<file path="config.mk">
export PLATFORM = sky130hd
export DESIGN_NAME = mdclcg_word_packer
export DESIGN_NICKNAME = d
export VERILOG_FILES = /design/src/rtl/mdclcg_pkg.sv /design/src/rtl/mdclcg_sync_fifo.sv /design/src/rtl/mdclcg_word_packer.sv
export SDC_FILE = /design/constraint.sdc
export NUM_CORES = 1
export LEC_CHECK = 0
export BUFFER_PORTS_ARGS = -buffer_cell sky130_fd_sc_hd__buf_2
export CAP_MARGIN = 20
export CORE_MARGIN = 4
export CORE_UTILIZATION = 54
export DETAILED_ROUTE_END_ITERATION = 8
export PLACE_DENSITY = 0.72
export SLEW_MARGIN = 25
export SYNTH_ARGS = -nofsm -noshare
export SYNTH_HDL_FRONTEND = slang
export SYNTH_SLANG_ARGS = --single-unit
export TNS_END_PERCENT = 20
</file>
<file path="constraint.sdc">
create_clock -name clk -period 2.9 [get_ports clk]
set_input_delay 0.435 -clock clk [delete_from_list [all_inputs] [get_ports clk]]
set_output_delay 0.435 -clock clk [all_outputs]
set_load 0.01 [all_outputs]
</file>
<file path="src/rtl/mdclcg_pkg.sv">
// Shared definitions for the modified dual-CLCG generator datapath.
package mdclcg_pkg;

  localparam int unsigned MDCLCG_WORD_W = 32;

  // Packer FSM: discard warm-up bits, then collect bits into words.
  typedef enum logic {
    StWarmup  = 1'b0,
    StCollect = 1'b1
  } pack_state_e;

  // Ceiling log2; clog2(1) = 0.
  function automatic int unsigned clog2(input int unsigned value);
    int unsigned result;
    result = 0;
    for (int i = 0; i < 32; i++) begin
      if ((64'(1) << i) < 64'(value)) result = i + 1;
    end
    return result;
  endfunction

endpackage

</file>
<file path="src/rtl/mdclcg_sync_fifo.sv">
// Single-clock first-word-fall-through FIFO with synchronous clear.
// dout shows the head while non-empty and holds the last shown head once empty.
module mdclcg_sync_fifo import mdclcg_pkg::*; #(
  parameter int unsigned WIDTH = 32,
  parameter int unsigned DEPTH = 4,
  localparam int unsigned AW   = clog2(DEPTH)
) (
  input  logic             clk,
  input  logic             clr,
  input  logic             push,
  input  logic [WIDTH-1:0] din,
  input  logic             pop,
  output logic [WIDTH-1:0] dout,
  output logic             empty,
  output logic             full,
  output logic [AW:0]      fill
);

  logic [WIDTH-1:0] mem_q [DEPTH];
  logic [AW-1:0]    wptr_q, rptr_q;
  logic [AW:0]      fill_q, fill_d;
  logic [WIDTH-1:0] hold_q;
  logic             do_push, do_pop;

  assign empty   = (fill_q == '0);
  assign full    = (fill_q == (AW+1)'(DEPTH));
  assign do_pop  = pop && !empty;
  // A push into a full FIFO only lands when the head leaves in the same cycle.
  assign do_push = push && (!full || do_pop);

  assign fill = fill_q;
  assign dout = empty ? hold_q : mem_q[rptr_q];

  // Occupancy: +1 on push, -1 on pop, unchanged when both.
  always_comb begin
    fill_d = fill_q;
    if (do_push && !do_pop) begin
      fill_d = fill_q + 1'b1;
    end else if (do_pop && !do_push) begin
      fill_d = fill_q - 1'b1;
    end
  end

  // Pointer and occupancy registers; pointers wrap naturally.
  always_ff @(posedge clk) begin
    if (clr) begin
      wptr_q <= '0;
      rptr_q <= '0;
      fill_q <= '0;
    end else begin
      if (do_push) wptr_q <= wptr_q + 1'b1;
      if (do_pop)  rptr_q <= rptr_q + 1'b1;
      fill_q <= fill_d;
    end
  end

  // Storage array; contents past the pointers are don't-care, so no clear.
  always_ff @(posedge clk) begin
    if (do_push) mem_q[wptr_q] <= din;
  end

  // Tracks the head being shown so dout freezes on it when the FIFO drains.
  always_ff @(posedge clk) begin
    if (clr) begin
      hold_q <= '0;
    end else if (!empty) begin
      hold_q <= mem_q[rptr_q];
    end
  end

endmodule

</file>
<file path="src/rtl/mdclcg_word_packer.sv">
// Packs the generator's 1-bit Zi stream MSB-first into words after a warm-up
// skip, buffers them in a FWFT FIFO and counts words lost to overflow.
module mdclcg_word_packer import mdclcg_pkg::*; #(
  parameter int unsigned WORD_W = MDCLCG_WORD_W,
  parameter int unsigned DEPTH  = 4,
  parameter int unsigned SKIP   = 0
) (
  input  logic                   clk,
  input  logic                   start,
  input  logic                   zi,
  input  logic                   zi_valid,
  output logic [WORD_W-1:0]      word_data,
  output logic                   word_valid,
  input  logic                   word_ready,
  output logic                   overflow,
  output logic [15:0]            drop_cnt,
  output logic [clog2(DEPTH):0]  fill
);

  localparam int unsigned BCW        = clog2(WORD_W);
  localparam logic [15:0] SkipLast   = (SKIP == 0) ? 16'd0 : 16'(SKIP - 1);
  localparam pack_state_e ResetState = (SKIP == 0) ? StCollect : StWarmup;

  pack_state_e       state_q, state_d;
  logic [15:0]       skip_cnt_q, skip_cnt_d;
  logic [BCW-1:0]    bit_cnt_q, bit_cnt_d;
  // Holds the WORD_W-1 bits collected so far; the last bit joins on completion.
  logic [WORD_W-2:0] shreg_q, shreg_d;
  logic [WORD_W-1:0] shifted;
  logic              word_push;

  logic              overflow_q, overflow_d;
  logic [15:0]       drop_cnt_q, drop_cnt_d;
  logic              fifo_empty, fifo_full, pop, drop;

  assign shifted = {shreg_q, zi};

  // Next-state for the warm-up/collect FSM, counters and shift register.
  always_comb begin
    state_d    = state_q;
    skip_cnt_d = skip_cnt_q;
    bit_cnt_d  = bit_cnt_q;
    shreg_d    = shreg_q;
    word_push  = 1'b0;
    if (zi_valid) begin
      case (state_q)
        StWarmup: begin
          skip_cnt_d = skip_cnt_q + 16'd1;
          // The bit that completes the skip is itself discarded.
          if (skip_cnt_q == SkipLast) state_d = StCollect;
        end
        StCollect: begin
          shreg_d = shifted[WORD_W-2:0];
          if (bit_cnt_q == BCW'(WORD_W - 1)) begin
            bit_cnt_d = '0;
            word_push = 1'b1;
          end else begin
            bit_cnt_d = bit_cnt_q + 1'b1;
          end
        end
        default: state_d = ResetState;
      endcase
    end
  end

  assign pop  = word_valid && word_ready;
  assign drop = word_push && fifo_full && !pop;

  // Sticky overflow flag and saturating drop counter.
  always_comb begin
    overflow_d = overflow_q | drop;
    drop_cnt_d = drop_cnt_q;
    if (drop && (drop_cnt_q != 16'hFFFF)) drop_cnt_d = drop_cnt_q + 16'd1;
  end

  // State registers; start clears everything, overriding any same-cycle event.
  always_ff @(posedge clk) begin
    if (start) begin
      state_q    <= ResetState;
      skip_cnt_q <= '0;
      bit_cnt_q  <= '0;
      shreg_q    <= '0;
      overflow_q <= 1'b0;
      drop_cnt_q <= '0;
    end else begin
      state_q    <= state_d;
      skip_cnt_q <= skip_cnt_d;
      bit_cnt_q  <= bit_cnt_d;
      shreg_q    <= shreg_d;
      overflow_q <= overflow_d;
      drop_cnt_q <= drop_cnt_d;
    end
  end

  mdclcg_sync_fifo #(
    .WIDTH (WORD_W),
    .DEPTH (DEPTH)
  ) u_fifo (
    .clk   (clk),
    .clr   (start),
    .push  (word_push),
    .din   (shifted),
    .pop   (pop),
    .dout  (word_data),
    .empty (fifo_empty),
    .full  (fifo_full),
    .fill  (fill)
  );

  assign word_valid = !fifo_empty;
  assign overflow   = overflow_q;
  assign drop_cnt   = drop_cnt_q;

endmodule

</file>
### Yosys cells after proc, flatten, opt, wreduce, memory -nomap -nowiden

Memories as Yosys holds them, arrays and structs flattened. A register that Yosys moved wholly into a read port is not among the register bits.
Index checks and enable logic that the tools add are counted.

* register bits after elaboration: 109
* RAM bits: 128
* output and inout port bits: 53
* word-level logic and storage cells: 55
* memories kept: 1

* $add $sub $neg: 7
* equality and inequality tests: 3
* multiplexer cells: 13
* bitwise gates (word level): 2
* reduce and logical (&&, ||, !) cells: 19

Memory list
* u_fifo.mem_q: words 4, bits a word 32, rd ports 1, clocked after memory_dff 1, write ports 1, line mdclcg_sync_fifo.sv:19 `logic [WIDTH-1:0] mem_q [DEPTH];`

Operators with widths (count)
* $add 16x1->16 const B: 2
* $mux 32: 1
* $logic_not 16->1: 1
* $ne 16x16->1 const B: 1
* $logic_and 1x1->1: 8
* $mux 1: 7
* $mux 3: 2
* $add 5x1->5 const B: 1
* $eq 5x5->1 const B: 1
* $logic_not 1->1: 5
* $mux 5: 1
* $add 2x1->2 const B: 2
* $mux 2: 2
* $reduce_and 2->1: 2
* $add 3x1->3 const B: 1
* $eq 3x3->1 const B: 1
* $logic_not 3->1: 1
* $sub 3x1->3 const B: 1
* $reduce_bool 2->1: 1
* $logic_or 1x1->1: 1
* $not 1->1: 1
* $or 1x1->1: 1

### Depth between registers and ports, before layout

Gate-level depths: netlist (run 1).

* depth after elaboration: 10
* depth in mapped cells: 13

### Modules after synthesis

Synthesis (run 1) repeated with hierarchy kept, for this count alone.

* cell total of the unflattened synthesis: 675
* area total of the unflattened synthesis: 9308.9 µm²

By module, submodules not included
* mdclcg_sync_fifo: instances 1, cells each 317, area an instance 6318.6 µm², seq. area each 4664.5 µm²
* mdclcg_word_packer: instances 1, cells each 358, area an instance 2990.4 µm², seq. area each 1401.3 µm²

### Least setup slack after synthesis (run 1)

No wires, ideal clock.

* path type: register to register
* from: register bit_cnt_q[0]
* to: register u_fifo.fill_q[2] (netlist: u_fifo.fill[2])
* setup time: 0.070 ns
* data arrival time: 2.743 ns
* data required time: 2.830 ns
* slack: 0.087 ns
* stages on the path, launching flop included: 14
* buffers on the path: 2
* cells stage by stage: dfxtp_1 -> ha_1 -> and3_1 -> ha_1 -> and3_1 -> buf_2 -> and2b_2 -> clkbuf_1 -> ha_1 -> inv_1 -> fa_1 -> xor2_1 -> or3_1 -> a21oi_1

* cells in the longest elaborated chain, start to end: 8

Ends and longest elaborated chain
* start: declaration: line mdclcg_word_packer.sv:26 `logic [BCW-1:0] bit_cnt_q, bit_cnt_d;`
* start signal: assignment: line mdclcg_word_packer.sv:88 `bit_cnt_q <= bit_cnt_d;`
* $eq 5x5->1 (*): line mdclcg_word_packer.sv:54 `if (bit_cnt_q == BCW'(WORD_W - 1)) begin`
* $mux 1 (*): line mdclcg_word_packer.sv:54
* $mux 1 (*): line mdclcg_word_packer.sv:46 `case (state_q)`
* $mux 1 (*): line mdclcg_word_packer.sv:45 `if (zi_valid) begin`
* $logic_and 1x1->1 (*): line mdclcg_sync_fifo.sv:29 `assign do_push = push && (!full || do_pop);`
* via u_fifo.do_push: line mdclcg_sync_fifo.sv:23 `logic do_push, do_pop;`
* $logic_not 1->1: line mdclcg_sync_fifo.sv:39 `end else if (do_pop && !do_push) begin`
* $logic_and 1x1->1: line mdclcg_sync_fifo.sv:39
* $reduce_bool 2->1 (no line)
* end signal: assignment: line mdclcg_sync_fifo.sv:53 `fill_q <= fill_d;`
* end: declaration: line mdclcg_sync_fifo.sv:21 `logic [AW:0] fill_q, fill_d;`

Mark *: on every way through the listed nets, which the timed path passes. The rest lies on a longest branch.
A chain may end at the register's enable or synchronous reset.

### Worst setup path after layout (run 1)

* from: register bit_cnt_q[0]
* to: register u_fifo.fill_q[2] (netlist: u_fifo.fill[2])

* cells in the longest elaborated chain, start to end: 8

Ends and longest elaborated chain (line)
* $eq 5x5->1 (*): mdclcg_word_packer.sv:54
* $mux 1 (*): mdclcg_word_packer.sv:54
* $mux 1 (*): mdclcg_word_packer.sv:46
* $mux 1 (*): mdclcg_word_packer.sv:45
* $logic_and 1x1->1 (*): mdclcg_sync_fifo.sv:29
* $logic_not 1->1: mdclcg_sync_fifo.sv:39
* $logic_and 1x1->1: mdclcg_sync_fifo.sv:39
* $reduce_bool 2->1 (no line)

Mark *: on every way between the ends. The rest lies on a longest branch, timed or not.

==> results of run 1 <==
-- flip-flops by register name (all words and copies together), names as in the netlist, named ones only --
register / flops
u_fifo.rptr_q: 2
bit_cnt_q: 5
skip_cnt_q: 16
drop_cnt: 16
u_fifo.fill: 3
shreg_q: 31
u_fifo.mem_q: 128
state_q: 1
overflow: 1
u_fifo.wptr_q: 2
u_fifo.hold_q: 32
-- cells in the final DEF, fill, tap and decap left out, types with 5 or more instances in the layout --
cell and n:
sky130_fd_sc_hd__and3_1 6, sky130_fd_sc_hd__nor3_1 5, sky130_fd_sc_hd__nor2b_1 39, sky130_fd_sc_hd__nor2_1 29, sky130_fd_sc_hd__a21oi_1 48, sky130_fd_sc_hd__buf_12 5
sky130_fd_sc_hd__ha_1 10, sky130_fd_sc_hd__inv_1 7, sky130_fd_sc_hd__mux4_2 32, sky130_fd_sc_hd__nand4_1 14, sky130_fd_sc_hd__nand2_1 80, sky130_fd_sc_hd__clkbuf_1 8
sky130_fd_sc_hd__nor4_1 5, sky130_fd_sc_hd__dfxtp_1 110, sky130_fd_sc_hd__or3_1 6, sky130_fd_sc_hd__xor2_1 16, sky130_fd_sc_hd__clkinv_2 7, sky130_fd_sc_hd__nand3_1 7
sky130_fd_sc_hd__buf_4 12, sky130_fd_sc_hd__o21ai_0 7, sky130_fd_sc_hd__or4_1 5, sky130_fd_sc_hd__and2_1 7, sky130_fd_sc_hd__clkbuf_16 25, sky130_fd_sc_hd__mux2_2 37
sky130_fd_sc_hd__buf_2 56, sky130_fd_sc_hd__edfxtp_1 128
-- per-layer routing --
layer	GRT usage	vias to the layer above	wire length, microns
met5	0	-	0
met4	0.04068	0	245
met3	0.03276	20	823
met2	0.3211	114	8883
met1	0.2339	2686	7221
li1	-	2593	-
-- layout make-up --
cell class	instances	area share
sequential	239	0.5721
timing repair buffer	73	0.04434
clock inverter	10	0.006840
clock buffer	35	0.06439
tap	220	0.02595
inverter	7	0.002477
multi-input combinational	391	0.2839
-- worst max path at each step --
stage,start,slack (ps),end
floorplan,bit_cnt_q[0],90,u_fifo.fill[2]
global placement,bit_cnt_q[0],360,u_fifo.fill[2]
detailed placement,bit_cnt_q[0],200,u_fifo.fill[2]
CTS,flop,60,word_data[30]
global route,bit_cnt_q[0],30,u_fifo.fill[2]
finish,bit_cnt_q[0],190,u_fifo.fill[2]
-- cells by family (layout without fill, tap and decap cells) --
kind of cell               after synthesis  in the layout
DFF                                    239            239
and+or+nand+nor                        221            221
muxes                                   73             73
AOI/OAI and AO/OA                       67             67
buffers and inverters                   43            125
xor gates and xnor gates                19             19
adders and majority gates               11             11
-- stage by stage --
stage | instance area (sq um) | util | instances | power (mW)
after global placement | 9851 | 0.5898 | 930 | 3.679
after global routing | 10610 | 0.6352 | 975 | 6.777
after detailed placement | 9851 | 0.5898 | 930 | 3.682
final | 10610 | 0.6352 | 975 | 6.538
after floorplan | 9248 | - | 673 | 3.657
after CTS | 10610 | 0.6351 | 975 | 6.614
-- report_power, final --
group / internal (mW) / switching [mW]
logic: 0.0160 / 0.0526
clock network: 1.72 / 1.20
registers: 3.54 / 0.00562
total: 5.28 / 1.26
-- worst register-to-register path: cells and delay by family, from the launching register on --
| family | cells | cell delay, ps |
|---|---|---|
| AND/OR/NAND/NOR | 4 | 880 |
| buffers and inverters | 1 | 60 |
| XOR/XNOR | 1 | 170 |
| flip-flops | 1 | 390 |
| adder cells (fa/ha/maj) | 4 | 970 |
| AO/OA/AOI/OAI | 1 | 150 |
==> impl_summary.txt, run 1 <==
----------------------------------------------------
[Worst setup path]
  Cells along the critical path ... ha_1, and3_1, ha_1, and3_1, and2b_2, ha_1, inv_1, fa_1, xor2_1, or3_1, a21oi_1
  Critical path buffers and inverters ... 1
  Crit path top cell by count ... sky130_fd_sc_hd__ha_1
  CP peak stage delay ... ~390 ps
  Flop-to-flop setup slack ... 190 ps
  Beginning of the worst register-to-register path ... bit_cnt_q[0]
  Endpoint type of the worst setup path ... flop
  Req. time, crit path ... approximately 3300 ps
  Critical path startpoint category ... flop
  Startpoint-to-endpoint class of the critical path ... flop to flop
  Cells on worst reg2reg path ... 11
  Worst path arrival time ... 3130 ps
  Number of cells on the critical path ... 11
  Capture instance of the worst register-to-register path ... u_fifo.fill[2]
  Critical-path cell with the highest stage delay ... sky130_fd_sc_hd__dfxtp_1
  Cell family with the largest share of critical-path delay ... adder cells
  Peak fanout along the critical path ... 7

[Floorplan]
  Area of the placeable core ... 0.01670 sq mm
  Row cnt ... 47
  Die width ... approximately 140 microns
  Die outline height ... 138.9 microns
  Area of the die ... ~0.019 sq mm
  Initial Util ... 0.5537
  Top-level port count ... 58

[Routing]
  Total Wirelength ... 17,170 microns
  Antenna Violating Nets Remaining ... 0
  Routed vias ... about 5,400
  Number of detailed-routing iterations run before antenna repair ... 5
  Routed wirelength normalized by instance count ... 17.61 microns
  Via density per instance ... 5.552
  First DRT Iteration DRCs ... 400
  Drt drc ... 0

[Clock tree]
  Number of buffers on the longest clock path ... 3
  Post-CTS setup buffers ... 0
  Gates resized, CTS repair ... 0
  Hold bufs inserted after CTS ... 0
  CTS tree ... built
  Clock root buffer master ... sky130_fd_sc_hd__clkbuf_16
  Number of buffers created by CTS ... 25
  Number of levels the H-tree was split into ... 1
  Clock latency at the later pin of the worst-skew pair ... 510 ps
  Total clock sinks ... 239
  Clock slew seen by the registers of the worst setup and hold paths ... 60 ps

[Synthesis]
  Simple-gate share of the synthesized area ... 0.1249
  Cell variety after synth ... 42
  Post-synthesis adder-cell area fraction ... 0.01569
  Proportion of netlist area held by the largest area contributor ... 0.4156
  Synth Area in Compound Gates ... 0.03978
  Top area cells in the synthesized netlist ... sky130_fd_sc_hd__edfxtp_1, sky130_fd_sc_hd__dfxtp_1, sky130_fd_sc_hd__mux4_2, sky130_fd_sc_hd__mux2_2, sky130_fd_sc_hd__nand2_1
  Mapped cell area ... 0.009248 sq mm
  Main combinational cell family by area after synthesis ... multiplexers
  Number of enable flip-flop cells after synthesis ... about 130
  Number of synthesis warnings ... 0
  Syn avg cell area ... ~14 sq um
  Net count of the mapped netlist ... 689
  Flip-flop and latch count after synthesis ... 239
  Async set-or-reset flop fraction in the synthesized netlist ... 0
  Mux share of post-synthesis cell area ... 0.1273
  Area share of xor/xnor cells in the synthesized design ... 0.01799
  Area leader, netlist ... sky130_fd_sc_hd__edfxtp_1
  Synthesized instance count ... 673
  Primary FF master, synth ... sky130_fd_sc_hd__edfxtp_1
  Top post-synthesis cells by count ... sky130_fd_sc_hd__edfxtp_1, sky130_fd_sc_hd__dfxtp_1, sky130_fd_sc_hd__nand2_1
  Most numerous cell in the Yosys netlist ... sky130_fd_sc_hd__edfxtp_1
  Post-synthesis sequential area ratio ... 0.6559

[Global routing]
  Global routing usage summed across all routing layers ... 0.1811
  Vias in the first global route ... ~5,600
  Total grt overflow ... 0
  Number of antenna violations at the first check in global routing ... 0
  Pin count of the biggest net entering global routing ... 76
  Wire length of the first global-routing pass ... roughly 29,000 microns

[STA]
  Number of hold violations in the final report ... 0
  Number of slew-limit violations in the final report ... 0
  Measured slew at the worst slew-check pin ... 850.8 ps
  WHS ... 178.0 ps
  Post-route minimum period ... 2706 ps
  Final Setup Violations ... 0
  Setup TNS Final ... 0 ps
  Worst-case headroom to the max-slew limit ... 0.4281
  Highest clock rate ... 369.6 MHz
  Fin worst setup slack ... 194.5 ps
  Final cycle utilization of the critical path ... 0.9329
  Skew final ... about 11 ps
  Setup repair after global routing missed its margin ... no

[Place]
  Detailed placer's ending HPWL ... about 11,000 microns
  Count of buffers from port buffering ... 57
  Placement Setup Slack ... between 200 and 250 ps
  Gpl congestion ... between 0.8 and 0.9

[Cells and area]
  Final #Nets ... 753
  Fraction of final layout cells sized beyond drive strength 1 ... 0.2464
  Antenna diodes ... 0
  Area taken by flip-flops and latches ... 0.006070 sq mm
  Fillcell total ... 1,264
  Area added between synthesis and finish ... 14.72%
  Area occupied by multi-input gates ... between 0.003 and 0.004 sq mm

[Worst hold path]
  Worst min-delay path endpoint ... u_fifo.mem_q[1][0]
  Hold wc startpoint ... zi
  Tightest Hold Check Type ... primary input to flop
  Hold-critical path depth ... 1

[Power]
  Largest vdd supply drop ... between 0.3 and 0.4 mV
  Cell leakage power ... between 3 and 4 nW
  Pwr per Cell Area ... 616.3 mW/mm^2

[Job]
  Max-cap check violation count ... 0

[Outcome]
  Status ... completed

----------------------------------------------------
Note: power is estimated with default switching activity, not from simulation.
==> inputs of run 2 (changes only) <==
--- a/config.mk
+++ b/config.mk
@@ -7,6 +7,7 @@
 export LEC_CHECK = 0
 export BUFFER_PORTS_ARGS = -buffer_cell sky130_fd_sc_hd__buf_2
 export CAP_MARGIN = 20
+export CORE_ASPECT_RATIO = 2
 export CORE_MARGIN = 4
 export CORE_UTILIZATION = 54
 export DETAILED_ROUTE_END_ITERATION = 8
==> run 2 against run 1 <==
Sequential share of layout area is 0.62 points higher. Die area is 0.66% higher. Clock-buffer cell count is 9 lower. Worst hold slack better by 8.2 ps. First-iteration DRC count is 46% lower. Maximum frequency is 0.82% higher. Critical path type unchanged. Critical endpoint unchanged. Largest cell class unchanged.
==> impl_summary.txt, run 2 (synthesis gave the netlist of run 1 again) <==
----------------------------------------------------
[Worst hold path]
  Hold-critical path depth ... 1 (unchanged)
  Tightest Hold Check Type ... primary input to flop
  Hold wc startpoint ... zi
  Worst min-delay path endpoint ... u_fifo.mem_q[0][0]

[Place]
  Detailed placer's ending HPWL ... 10,170 microns (-4.3%)
  Gpl congestion ... 0.8381 (-6.4%)
  Post-placement cell count ... 914 (-1.7%)
  Count of buffers from port buffering ... 57 (unchanged)

[Worst setup path]
  Crit path top cell by count ... sky130_fd_sc_hd__ha_1
  Cells on worst reg2reg path ... 11 (unchanged)
  Startpoint-to-endpoint class of the critical path ... flop to flop
  Cell family with the largest share of critical-path delay ... adder cells
  Peak fanout along the critical path ... 4 (-3)
  Capture instance of the worst register-to-register path ... u_fifo.fill[2]
  Req. time, crit path ... 3300 ps (-20 ps)
  CP peak stage delay ... 400 ps (about the same)
  Cells along the critical path ... ha_1, and3_1, ha_1, and3_1, and2b_2, ha_1, inv_1, fa_1, xor2_1, or3_1, a21oi_1
  Critical-path cell with the highest stage delay ... sky130_fd_sc_hd__dfxtp_1
  Worst path arrival time ... 3080 ps (-50 ps)
  Critical path buffers and inverters ... 1 (unchanged)
  Critical path startpoint category ... flop
  Endpoint type of the worst setup path ... flop
  Flop-to-flop setup slack ... 220 ps (+20 ps)
  Beginning of the worst register-to-register path ... bit_cnt_q[0]

[Floorplan]
  Die outline height ... 193.1 microns (+39%)
  Top-level port count ... 58 (unchanged)
  Die width ... 100.5 microns (-28%)
  Area of the die ... 0.01941 sq mm (+0.66%)
  Initial Util ... 0.5516 (-0.002149)
  Row cnt ... 67 (+43%)
  Area of the placeable core ... 0.01677 sq mm (+0.39%)

[Routing]
  First DRT Iteration DRCs ... 218 (-46%)
  Via density per instance ... 5.675 (+2.2%)
  Total Wirelength ... 16,380 microns (-4.6%)
  Routed wirelength normalized by instance count ... 17.19 microns (-2.4%)
  Drt drc ... 0 (unchanged)
  Number of detailed-routing iterations run before antenna repair ... 5 (unchanged)
  Routed vias ... 5,408 (-0.092%)
  Antenna Violating Nets Remaining ... 0 (unchanged)

[Cells and area]
  Final #Nets ... 748 (-0.66%)
  Most frequent cells in the layout ... sky130_fd_sc_hd__edfxtp_1, sky130_fd_sc_hd__dfxtp_1, sky130_fd_sc_hd__nand2_1
  Fraction of final layout cells sized beyond drive strength 1 ... 0.2453 (-0.001049)
  Largest registers ... u_fifo.mem_q: 128 flops, u_fifo.hold_q: 32 flops, shreg_q: 31 flops
  Largest register FFs ... 128 (unchanged)
  Non-filler instance count after layout ... 953 (-2.3%)
  Antenna diodes ... 0 (unchanged)
  Most frequent standard cell in the layout excluding fill and tap cells ... sky130_fd_sc_hd__edfxtp_1
  Largest register by flop count ... u_fifo.mem_q
  Area added between synthesis and finish ... 13.45%

[STA]
  Setup repair after global routing missed its margin ... no
  Highest clock rate ... 372.7 MHz (+0.82%)
  Number of slew-limit violations in the final report ... 0 (unchanged)
  Skew final ... 7.931 ps (-3.172 ps)
  Setup TNS Final ... 0 ps (unchanged)
  Final cycle utilization of the critical path ... 0.9253 (-0.007631)
  Final Setup Violations ... 0 (unchanged)
  Measured slew at the worst slew-check pin ... 868.3 ps (+17.49 ps)
  Post-route minimum period ... 2683 ps (-22.13 ps)
  Number of hold violations in the final report ... 0 (unchanged)
  Worst-case headroom to the max-slew limit ... 0.4212 (-0.006937)

[Global routing]
  Total grt overflow ... 0 (unchanged)
  Wire length of the first global-routing pass ... 27,040 microns (-6.6%)
  Pin count of the biggest net entering global routing ... 86 (+13%)
  Vias in the first global route ... 5,557 (-0.75%)
  Global routing usage summed across all routing layers ... 0.1737 (-0.007324)
  Number of antenna violations at the first check in global routing ... 0 (unchanged)

[Power]
  Largest vdd supply drop ... 0.4552 mV (+14%)
  Cell leakage power ... 3.745 nW (-1.3%)
  Pwr per Cell Area ... 613.8 mW/mm^2 (-0.41%)

[Clock tree]
  Hold bufs inserted after CTS ... 0 (unchanged)
  Number of buffers on the longest clock path ... 3 (unchanged)
  Clock slew seen by the registers of the worst setup and hold paths ... 70 ps (about the same)
  Clock latency at the later pin of the worst-skew pair ... 490 ps (-20 ps)
  Clock root buffer master ... sky130_fd_sc_hd__clkbuf_16
  CTS tree ... built
  Number of buffers created by CTS ... 21 (-16%)
  Gates resized, CTS repair ... 0 (unchanged)
  Post-CTS setup buffers ... 0 (unchanged)
  Number of levels the H-tree was split into ... 1 (unchanged)
  Total clock sinks ... 239 (unchanged)

[Outcome]
  Status ... completed

[Job]
  Max-cap check violation count ... 0 (unchanged)

----------------------------------------------------
run 2: metrics by stage:
| step | worst slack, ps | area, sq um | utilization | power (mW) | hold slack (ps) |
|---|---|---|---|---|---|
| after floorplan | 86.82 | 9248 | - | 3.657 | 440.6 |
| after global placement | 352.3 | 9762 | 0.5822 | 3.675 | 448.7 |
| after detailed placement | 147.7 | 9762 | 0.5822 | 3.679 | 462.0 |
| after CTS | 126.5 | 10480 | 0.6249 | 6.515 | 174.7 |
| after global routing | 64.03 | 10490 | 0.6257 | 6.645 | 188.0 |
| final | 216.6 | 10490 | 0.6257 | 6.440 | 186.2 |
run 2: report_power, final:
group | internal, mW | switching (mW)
Sequential | 3.53 | 0.00563
Combinational | 0.0132 | 0.0500
Clock | 1.66 | 1.17
run 2: layout make-up:
class / count / area, sq um
sequential: 239 / 6067
clock inverter: 11 / 150.1
fill: 1263 / 6275
clock buffer: 26 / 564.3
tap: 207 / 259.0
inverter: 7 / 26.28
multi-input combinational: 391 / 3012
timing repair buffer: 72 / 412.9
run 2: worst max path at each step:
stage	slack, ps	cells past startpoint	to	start
2_1_floorplan	90	13	u_fifo.fill[2]	bit_cnt_q[0]
3_3_place_gp	350	11	u_fifo.fill[2]	bit_cnt_q[0]
3_5_place_dp	150	11	u_fifo.fill[2]	bit_cnt_q[0]
4_1_cts	130	11	u_fifo.fill[2]	bit_cnt_q[0]
5_1_grt	60	11	u_fifo.fill[2]	bit_cnt_q[0]
6_report	220	11	u_fifo.fill[2]	bit_cnt_q[0]
run 2: layer usage:
layer	vias up	GRT usage	part of all wire
met2	120	0.3328	0.56
met5	-	0	0
li1	2580	-	-
met3	38	0.02521	0.042
met4	0	0.06020	0.028
met1	2670	0.1920	0.37
